===== src/rtl/spi_master_cfg_if.sv =====
// spi_master_cfg_if: user-bus handshake and SPI wire signals of spi_master_cfg.
// "master" is the SPI master block view; "slave" is the user/pin side.
// Optional feature macro: SPI_LOOPBACK_EN adds the loopback select after miso.
interface spi_master_cfg_if #(
   parameter int DATA_WIDTH = 8,
   parameter int CS_COUNT   = 1,
   parameter int CS_SEL_W   = 1
);
   logic                  start;
   logic [CS_SEL_W-1:0]   cs_sel;
   logic [DATA_WIDTH-1:0] data_in;
   logic [DATA_WIDTH-1:0] data_out;
   logic                  ready;
   logic                  done;
   logic                  err;
   logic                  miso;
`ifdef SPI_LOOPBACK_EN
   logic                  loopback;
`endif
   logic                  mosi;
   logic                  sclk;
   logic [CS_COUNT-1:0]   cs;

   modport master (
      input  start, cs_sel, data_in, miso,
`ifdef SPI_LOOPBACK_EN
      input  loopback,
`endif
      output data_out, ready, done, err, mosi, sclk, cs
   );

   modport slave (
      output start, cs_sel, data_in, miso,
`ifdef SPI_LOOPBACK_EN
      output loopback,
`endif
      input  data_out, ready, done, err, mosi, sclk, cs
   );
endinterface


===== src/rtl/spi_master_cfg.sv =====
// spi_master_cfg: parametrised SPI master with generic word width, SCLK divider,
// all four CPOL/CPHA modes and several active-low chip selects.
// Transfer: IDLE -> LEAD (CLK_DIV) -> SHIFT (2*DATA_WIDTH sclk edges) -> TRAIL (CLK_DIV).
// Optional feature macro: SPI_LOOPBACK_EN -- when its loopback input is 1 the receive
// sampler takes the internal mosi instead of the miso pin.
module spi_master_cfg #(
   parameter int DATA_WIDTH = 8,
   parameter int CLK_DIV    = 4,
   parameter int CPOL       = 0,
   parameter int CPHA       = 0,
   parameter int CS_COUNT   = 1,
   parameter int CS_SEL_W   = 1
) (
   input logic             clk,
   input logic             rst,
   spi_master_cfg_if.master bus
);
   localparam int DIV_W  = (CLK_DIV > 1) ? $clog2(CLK_DIV) : 1;
   localparam int EDGE_W = $clog2(2 * DATA_WIDTH + 1);
   localparam logic [DIV_W-1:0]  DIV_LAST  = DIV_W'(CLK_DIV - 1);
   localparam logic [EDGE_W-1:0] EDGE_LAST = EDGE_W'(2 * DATA_WIDTH - 1);
   localparam logic              SCLK_IDLE = (CPOL != 0);

   typedef enum logic [1:0] {IDLE, LEAD, SHIFT, TRAIL} state_t;

   state_t                state_q, state_d;
   logic [DIV_W-1:0]      div_q, div_d;
   logic [EDGE_W-1:0]     edge_q, edge_d;
   logic [DATA_WIDTH-1:0] tx_q, tx_d;
   logic [DATA_WIDTH-1:0] rx_q, rx_d;
   logic [DATA_WIDTH-1:0] dout_q, dout_d;
   logic                  mosi_q, mosi_d;
   logic                  sclk_q, sclk_d;
   logic [CS_COUNT-1:0]   cs_q, cs_d;
   logic                  done_q, done_d;
   logic                  err_q, err_d;

   logic samp, sel_ok, tick, lead;

`ifdef SPI_LOOPBACK_EN
   assign samp = bus.loopback ? mosi_q : bus.miso;
`else
   assign samp = bus.miso;
`endif

   assign sel_ok = (32'(bus.cs_sel) < 32'(CS_COUNT));
   assign tick   = (div_q == DIV_LAST);
   // edge_q counts edges already made; even count means the next edge is a leading one
   assign lead   = ~edge_q[0];

   assign bus.data_out = dout_q;
   assign bus.ready    = (state_q == IDLE);
   assign bus.done     = done_q;
   assign bus.err      = err_q;
   assign bus.mosi     = mosi_q;
   assign bus.sclk     = sclk_q;
   assign bus.cs       = cs_q;

   // State register; reset wins over everything, including a transfer in flight
   always_ff @(posedge clk) begin
      if (!rst) begin
         state_q <= IDLE;
         div_q   <= '0;
         edge_q  <= '0;
         tx_q    <= '0;
         rx_q    <= '0;
         dout_q  <= '0;
         mosi_q  <= 1'b0;
         sclk_q  <= SCLK_IDLE;
         cs_q    <= '1;
         done_q  <= 1'b0;
         err_q   <= 1'b0;
      end else begin
         state_q <= state_d;
         div_q   <= div_d;
         edge_q  <= edge_d;
         tx_q    <= tx_d;
         rx_q    <= rx_d;
         dout_q  <= dout_d;
         mosi_q  <= mosi_d;
         sclk_q  <= sclk_d;
         cs_q    <= cs_d;
         done_q  <= done_d;
         err_q   <= err_d;
      end
   end

   // Next-state: divider pacing, sclk edge generation, shift/sample and handshake pulses
   always_comb begin
      state_d = state_q;
      div_d   = div_q;
      edge_d  = edge_q;
      tx_d    = tx_q;
      rx_d    = rx_q;
      dout_d  = dout_q;
      mosi_d  = mosi_q;
      sclk_d  = sclk_q;
      cs_d    = cs_q;
      done_d  = 1'b0;
      err_d   = 1'b0;
      case (state_q)
         IDLE: begin
            sclk_d = SCLK_IDLE;
            mosi_d = 1'b0;
            div_d  = '0;
            edge_d = '0;
            if (bus.start) begin
               if (sel_ok) begin
                  tx_d    = bus.data_in;
                  rx_d    = '0;
                  state_d = LEAD;
                  for (int i = 0; i < CS_COUNT; i++)
                     cs_d[i] = (32'(bus.cs_sel) != 32'(i));
                  // mode with CPHA=0 must present the MSB before the first (sampling) edge
                  if (CPHA == 0) mosi_d = bus.data_in[DATA_WIDTH-1];
               end else begin
                  err_d = 1'b1;
               end
            end
         end
         LEAD: begin
            div_d = div_q + 1'b1;
            if (tick) begin
               div_d   = '0;
               state_d = SHIFT;
            end
         end
         SHIFT: begin
            div_d = div_q + 1'b1;
            if (tick) begin
               div_d  = '0;
               sclk_d = ~sclk_q;
               edge_d = edge_q + 1'b1;
               if (lead == (CPHA == 0)) begin
                  rx_d = {rx_q[DATA_WIDTH-2:0], samp};
               end else if (CPHA != 0) begin
                  mosi_d = tx_q[DATA_WIDTH-1];
                  tx_d   = tx_q << 1;
               end else if (edge_q != EDGE_LAST) begin
                  // MSB already on the wire, so the next bit sits one below the top
                  mosi_d = tx_q[DATA_WIDTH-2];
                  tx_d   = tx_q << 1;
               end
               if (edge_q == EDGE_LAST) state_d = TRAIL;
            end
         end
         TRAIL: begin
            div_d = div_q + 1'b1;
            if (tick) begin
               div_d   = '0;
               state_d = IDLE;
               cs_d    = '1;
               dout_d  = rx_q;
               done_d  = 1'b1;
               mosi_d  = 1'b0;
            end
         end
         default: state_d = IDLE;
      endcase
   end
endmodule


===== src/flat_wrapper.sv =====
// flat-port wrapper written by rule: the top's interface ports become plain ports
module spi_master_cfg_flat 
#(
   parameter int DATA_WIDTH = 8,
   parameter int CLK_DIV    = 4,
   parameter int CPOL       = 0,
   parameter int CPHA       = 0,
   parameter int CS_COUNT   = 1,
   parameter int CS_SEL_W   = 1
)
  (clk, rst, bus_start, bus_cs_sel, bus_data_in, bus_miso, bus_data_out, bus_ready, bus_done, bus_err, bus_mosi, bus_sclk, bus_cs);
  spi_master_cfg_if #(.DATA_WIDTH(DATA_WIDTH), .CS_COUNT(CS_COUNT), .CS_SEL_W(CS_SEL_W)) bus_i ();
  input logic clk;
  input logic rst;
  input wire logic [$bits(bus_i.start)-1:0] bus_start;
  input wire logic [$bits(bus_i.cs_sel)-1:0] bus_cs_sel;
  input wire logic [$bits(bus_i.data_in)-1:0] bus_data_in;
  input wire logic [$bits(bus_i.miso)-1:0] bus_miso;
  output wire logic [$bits(bus_i.data_out)-1:0] bus_data_out;
  output wire logic [$bits(bus_i.ready)-1:0] bus_ready;
  output wire logic [$bits(bus_i.done)-1:0] bus_done;
  output wire logic [$bits(bus_i.err)-1:0] bus_err;
  output wire logic [$bits(bus_i.mosi)-1:0] bus_mosi;
  output wire logic [$bits(bus_i.sclk)-1:0] bus_sclk;
  output wire logic [$bits(bus_i.cs)-1:0] bus_cs;
  assign bus_i.start = bus_start;
  assign bus_i.cs_sel = bus_cs_sel;
  assign bus_i.data_in = bus_data_in;
  assign bus_i.miso = bus_miso;
  assign bus_data_out = bus_i.data_out;
  assign bus_ready = bus_i.ready;
  assign bus_done = bus_i.done;
  assign bus_err = bus_i.err;
  assign bus_mosi = bus_i.mosi;
  assign bus_sclk = bus_i.sclk;
  assign bus_cs = bus_i.cs;
  spi_master_cfg #(.DATA_WIDTH(DATA_WIDTH), .CLK_DIV(CLK_DIV), .CPOL(CPOL), .CPHA(CPHA), .CS_COUNT(CS_COUNT), .CS_SEL_W(CS_SEL_W)) u_core (.clk(clk), .rst(rst), .bus(bus_i));
endmodule

===== config.mk =====
export PLATFORM = sky130hd
export DESIGN_NAME = spi_master_cfg_flat
export DESIGN_NICKNAME = d
export VERILOG_FILES = /design/src/rtl/spi_master_cfg_if.sv /design/src/rtl/spi_master_cfg.sv /design/src/flat_wrapper.sv
export SDC_FILE = /design/constraint.sdc
export NUM_CORES = 1
export LEC_CHECK = 0
export ABC_AREA = 1
export CORE_MARGIN = 2
export CORE_UTILIZATION = 40
export CTS_CLUSTER_DIAMETER = 50
export DETAILED_ROUTE_END_ITERATION = 7
export PLACE_DENSITY = 0.65
export SLEW_MARGIN = 25
export SYNTH_ARGS = -nofsm -noshare
export SYNTH_HDL_FRONTEND = slang
export SYNTH_SLANG_ARGS = --single-unit

===== constraint.sdc =====
create_clock -name clk -period 1.6 [get_ports clk]
set_input_delay 0.48 -clock clk [delete_from_list [all_inputs] [get_ports clk]]
set_output_delay 0.48 -clock clk [all_outputs]
set_load 0.005 [all_outputs]

==> summary.md, run 1 <==
| Metric | Value |
|---|---|
| CP Buf/Inv Count | 1 |
| Site row count | 24 |
| Layout Utilization | 0.540 |
| Die X | ~71 um |
| Synth cell types | 23 |
| Vias | 1646 |
| Netlist Area Pre-Place | 1820 um^2 |
| Vias per cell | around 4.7 |
| Top area cells in the synthesized netlist | dfxtp_1 (41%), nand2_1 (13%), nor2_1 (11%), inv_1 (6.8%), ha_1 (5.5%) |
| VDD IR max | 0.740 mV |
| Hold Startpoint | u_core.div_q[0] |
| Hold Path End | u_core.div_q[0] |
| Area growth syn-to-layout | 29.2% |
| Final hold violations | 0 |
| Root Buffer | clkbuf_8 |
| CTS Sinks | 37 |
| Layout cells sized above 1 | 0.160 |
| Vias in the first global route | 1501 |
| Starting density of the core | 0.418 |
| Antenna cell count | 0 |
| WL/cell | 10.6 um |
| Register area share after synthesis | 0.407 |
| IO buf count | 26 |
| # nets final | 320 |
| Post-Synthesis Cells | ~260 |
| Drt pass-1 iters | 4 |
| Setup CP Type | flop to output port |
| Core area | 4350 um^2 |
| Tot GR Track Use | 0.158 |
| Overflow after GRT | 0 |
| Yosys warns | 0 |
| Max H-tree Level | 2 |
| Post-DRT Antenna Nets | 0 |
| Top Ports | 27 |
| GPL Wtd Cong | 0.801 |
| CP max stage cell | clkdlybuf4s50_1 |
| CP Cell Sequence | clkdlybuf4s50_1 |
| Syn nets | 280 |
| Crit path capture type | output port |
| Overall Power | 0.00426 W |
| Startpoint Class | flop |
| Final slew viol count | 0 |
| Skew-Pair Late Insertion Delay | 0.30 ns |
| Initial DRC count | 80 |
| Slew @ Worst Pin | 0.322 ns |
| Status | finished, final reports clean |
| CTS tree | built |
| Reg clk slew, reported paths | 0.08 ns |
| Mean area per synthesized cell | ~7 um^2 |
| Chip height | 71.4 um |
| Clock Skew | 0.00589 ns |
| First-pass GRT wire length | 6320 um |
| Critical Path Max Stage Delay | 0.48 ns |
| Power density over the cells | between 1500 and 2000 nW/um^2 |
| CTS Hold Bufs | 0 |
| Data arrival time of the critical path | roughly 1.1 ns |
| Fmax achieved | 638 MHz |
| Hold-critical path depth | 1 |
| R2R setup slack | 0.12 ns |
| Full die area | 5100 um^2 |
| Worst min-delay path category | flop to flop |
| Hold WS | 0.424 ns |
| Max capacitance violation total | 0 |
| Top cell type's share of synthesized area | 0.407 |
| Final WL | about 3700 um |
| DRC viols | 0 |
| Critical register-to-register path endpoint | u_core.tx_q[5] |
| CTS Buf Count | 5 |
| Initial antenna violation count | 0 |
| Worst R2R Path Depth | 11 |
| Worst r2r src | u_core.edge_q[1] |
| Count of final setup violators | 0 |
| Max_slew headroom | 0.785 |
| Final Cycle Share | 0.980 |
| CP delay by family, top | buffers and inverters |
| Min Tclk post-route | 1.57 ns |
| Leak pwr | ~1.2 nW |
| Synthesis-stage register bit count | 37 |
| CP Max Fanout | 1 |
| Largest net degree at the start of global routing | 18 |
| DP Wirelength | ~2500 um |
| CTS max path bufs | 2 |
| Worst EP required | 1.12 ns |
| Post-synth top area cell | dfxtp_1 |
[power breakdown]
group	internal [W]	total, W	switching (W)
registers	0.00118	0.00130	0.000114
logic	0.000877	0.00226	0.00138
clock network	0.000349	0.000700	0.000351
[registers in the layout, indices dropped and copies added, names as in the netlist, 2 cells and up]
register,flops
u_core.bus.data_out,8
u_core.rx_q,8
u_core.tx_q,7
u_core.edge_q,5
u_core.div_q,2
u_core.state_q,2
[worst max-delay path by stage]
stage / cells past startpoint / slack [ns] / endpoint / startpoint
after CTS: 3 / 0.009 / bus_ready / u_core.state_q[1]
final: 1 / 0.03 / bus_done / u_core.bus.done
after detailed placement: 7 / -0.18 / u_core.rx_q[5] / bus_start
after floorplan: 11 / 0.09 / u_core.tx_q[1] / u_core.edge_q[0]
after global placement: 7 / -0.14 / u_core.rx_q[5] / bus_start
after global routing: 11 / -0.02 / u_core.tx_q[6] / u_core.edge_q[1]
[routing by layer]
metal | routed length, um | GRT usage | vias to the layer above | part of all wire
met4 | 79 | 0.0881 | 0 | 0.021
met3 | 138 | 0.0380 | 6 | 0.037
met5 | 0 | 0 | - | 0
met2 | 1690 | 0.247 | 28 | 0.45
li1 | - | - | 882 | -
met1 | 1820 | 0.200 | 730 | 0.49
[final cells by class]
cell class,count,area [um^2]
Sequential cell,37,749
Fill cell,441,2000
Inverter,35,134
Clock inverter,2,13.8
Timing Repair Buffer,41,369
Tap cell,52,65.1
Clock buffer,6,82.6
Multi-Input combinational cell,179,936
[timing repair]
action,4_1_cts,5_1_grt
endpoints found under the setup margin,23,20
buffers inserted,0,1
pin swaps,0,2
resized for setup,16,20
gates cloned,0,1
[cells in the final DEF (no fill, tap or decap), drive strengths merged]
cell type | synthesis | layout
a21oi | 12 | 12
and3 | 1 | 1
buf | 6 | 15
clkbuf | 3 | 7
clkdlybuf4s50 | 0 | 13
clkinv | 0 | 2
dfxtp | 37 | 37
dlygate4sd2 | 0 | 11
dlymetal6s2s | 0 | 1
ha | 8 | 8
inv | 35 | 35
nand2 | 69 | 69
nand3 | 9 | 10
nand4 | 6 | 6
nor2 | 51 | 51
nor3 | 2 | 2
o211ai | 1 | 1
o21ai | 18 | 18
o22ai | 1 | 1
[synth_stat cells]
library cell	instances
nor3_1	2
a21oi_1	12
ha_1	8
inv_4	1
inv_2	1
dfxtp_1	37
nand2_2	1
and3_1	1
o22ai_1	1
o211ai_1	1
nand3_2	1
clkbuf_8	2
nand4_1	6
nand2_4	4
o21ai_0	18
clkbuf_1	1
buf_2	3
nand2_1	64
nor2_1	51
nand3_1	7
nand3_4	1
buf_6	3
inv_1	33
[logic make-up (layout without fill, tap and decap cells)]
logic type | Yosys count | in the layout | synth area share
AO/OA/AOI/OAI | 32 | 32 | 0.0902
adder cells (fa/ha/maj) | 8 | 8 | 0.0551
buffers and inverters | 44 | 84 | 0.118
AND/OR/NAND/NOR | 138 | 139 | 0.330
flip-flops | 37 | 37 | 0.407
[through the flow]
step	std cells	TNS (ns)	cell area (um^2)	setup slack, ns
CTS	350	0	2270	0.00861
detailed placement	342	-2.19	2180	-0.177
floorplan	259	0	1820	0.0931
global route	352	-0.0399	2350	-0.0177
global placement	342	-1.81	2180	-0.141
finish	352	0	2350	0.0314
Power figures use the tool's default switching activity.
==> run 2, diff against run 1 <==
CTS_CLUSTER_DIAMETER = not set   (was 50)
clock period = 1.28 ns   (was 1.6 ns; I/O delays follow)
==> run 2 against run 1 <==
The run now ends with setup timing left. Sequential cell count stayed put. Clock-buffer cell count stayed put. Core utilization is 7.3 points higher. Total power is 48% higher. Final area is 14% higher. Via count is 4.2% higher. First-iteration DRC count is 25% lower. Cell count is 4.0% higher. Non-clock buffer count is 12 higher. Global-route usage is 1.5 points higher. Wire length is 9.5% higher.
==> summary.md, run 2 (synthesis results as in run 1) <==
| Metric | Value |
|---|---|
| # nets final | ~330 |
| Most common cell after layout, fill and taps aside | nand2_1 |
| Data arrival time of the critical path | 1.61 ns |
| Fmax achieved | 702 MHz |
| Power density over the cells | 2360 nW/um^2 |
| First-pass GRT wire length | 6960 um |
| Count of final setup violators | 18 |
| Min Tclk post-route | 1.42 ns |
| Full die area | 5100 um^2 |
| Tot GR Track Use | 0.173 |
| Vias | 1715 |
| Initial DRC count | 60 |
| Final slew viol count | 0 |
| Starting density of the core | 0.418 |
| Violated checks | setup timing |
| Area growth syn-to-layout | 46.7% |
| Slew @ Worst Pin | 0.192 ns |
| # fillers | 377 |
| Worst EP required | 1.47 ns |
| Layout cells sized above 1 | 0.303 |
| Startpoint Class | flop |
| Leak pwr | 1.27 nW |
| Antenna cell count | 0 |
| Site row count | 24 |
| Post-DRT Antenna Nets | 0 |
| Die X | 71.4 um |
| Max H-tree Level | 2 |
| RSZ-0062 raised after global routing | true |
| Largest net degree at the start of global routing | 18 |
| WL/cell | 11.1 um |
| DP Wirelength | 2750 um |
| Overflow after GRT | 0 |
| CP Max Fanout | 4 |
| Vias per cell | 4.69 |
| Max capacitance violation total | 0 |
| IO buf count | 26 |
| Crit path capture type | flop |
| Status | finished with violations |
| CTS Buf Count | 5 |
| Area of the multi-input gates | around 1100 um^2 |
| CTS tree | built |
| Final hold violations | 0 |
| CTS Sinks | 37 |
| Top Ports | 27 |
| Drt pass-1 iters | 4 |
| Initial antenna violation count | 0 |
| Final Cycle Share | 1.11 |
| Worst min-delay path category | flop to flop |
| CTS Hold Bufs | 0 |
| Skew-Pair Late Insertion Delay | around 0.30 ns |
| Max_slew headroom | 0.871 |
| VDD IR max | 1.40 mV |
| Final WS setup | -0.144 ns |
| Chip height | approximately 71 um |
| Layout Utilization | 0.613 |
| Hold WS | 0.423 ns |
| Fin area | 2670 um^2 |
| Pre-CTS WS | -0.398 ns |
| DRC viols | 0 |
| Reg clk slew, reported paths | 0.08 ns |
| Area after DPL | between 2000 and 2500 um^2 |
| Clock Skew | 0.00786 ns |
| Storage element area | around 760 um^2 |
| Setup CP Type | flop to flop |
| Core area | ~4400 um^2 |
| Most frequent cells in the layout | nand2_1 (54), nor2_1 (45), inv_1 (26), dfxtp_1 (26), buf_4 (21) |
| GPL Wtd Cong | 0.778 |
| Root Buffer | clkbuf_8 |
| Setup TNS | -1.25 ns |
| CTS max path bufs | 2 |
| Final WL | just over 4000 um |
| Vias in the first global route | approximately 1500 |
-- run 2: cell count changes in the layout (fill, tap and decap cells not counted), moves of 5 or more --
cell	delta
buf_4	+7
buf_6	+6
clkdlybuf4s15_1	+6
dfxtp_1	-6
dfxtp_2	+5
inv_1	-6
nand2_1	-7
nand2_2	+5
-- run 2: final cells by class --
| type | count | area share |
|---|---|---|
| Clock inverter | 2 | 0.00516 |
| Clock buffer | 6 | 0.0310 |
| Timing Repair Buffer | 53 | 0.182 |
| Multi-Input combinational cell | 181 | 0.417 |
| Tap cell | 52 | 0.0244 |
| Sequential cell | 37 | 0.285 |
| Inverter | 35 | 0.0549 |
-- run 2: metal layers --
layer | GRT usage | vias to the layer above | routed length, um
li1 | - | 918 | -
met1 | 0.235 | 761 | 2010
met2 | 0.262 | 29 | 1840
met3 | 0.0436 | 7 | 144
met4 | 0.0755 | 0 | 81
met5 | 0 | - | 0
-- run 2: final timing paths --
path	start	endpoint	slack (ns)	depth (start not counted)
max	u_core.edge_q[0]	u_core.state_q[0]	-0.14	11
min	u_core.bus.sclk	u_core.bus.sclk	0.42	1
max reg2reg	u_core.edge_q[0]	u_core.state_q[0]	-0.14	11
min reg2reg	u_core.bus.sclk	u_core.bus.sclk	0.42	1
-- run 2: stage by stage --
step | total power [W] | instances
5_1_grt | 0.00684 | 366
3_5_place_dp | 0.00454 | 352
3_3_place_gp | 0.00448 | 352
2_1_floorplan | 0.00387 | 259
4_1_cts | 0.00597 | 366
6_report | 0.00629 | 366
-- run 2: repair_timing --
action | CTS | global route
cloned | 3 | 0
gates resized for setup | 50 | 33
pin swaps | 20 | 6
setup buffers | 3 | 0
endpoints found under the setup margin | 46 | 31
-- run 2: critical path, cell delays in order (launching register included) --
cell,delay (ns)
dfxtp_4,0.36
ha_4,0.13
inv_2,0.03
nor2_1,0.09
ha_2,0.18
inv_2,0.04
nand2_1,0.07
nand2_2,0.07
nor2_4,0.15
nand3_2,0.09
nand2_2,0.07
nor2_1,0.04
-- run 2: report_power, final --
| part | internal, W | total [W] | switching [W] |
|---|---|---|---|
| Combinational | 0.00163 | 0.00378 | 0.00214 |
| Sequential | 0.00148 | 0.00164 | 0.000162 |
| Clock | 0.000436 | 0.000865 | 0.000429 |
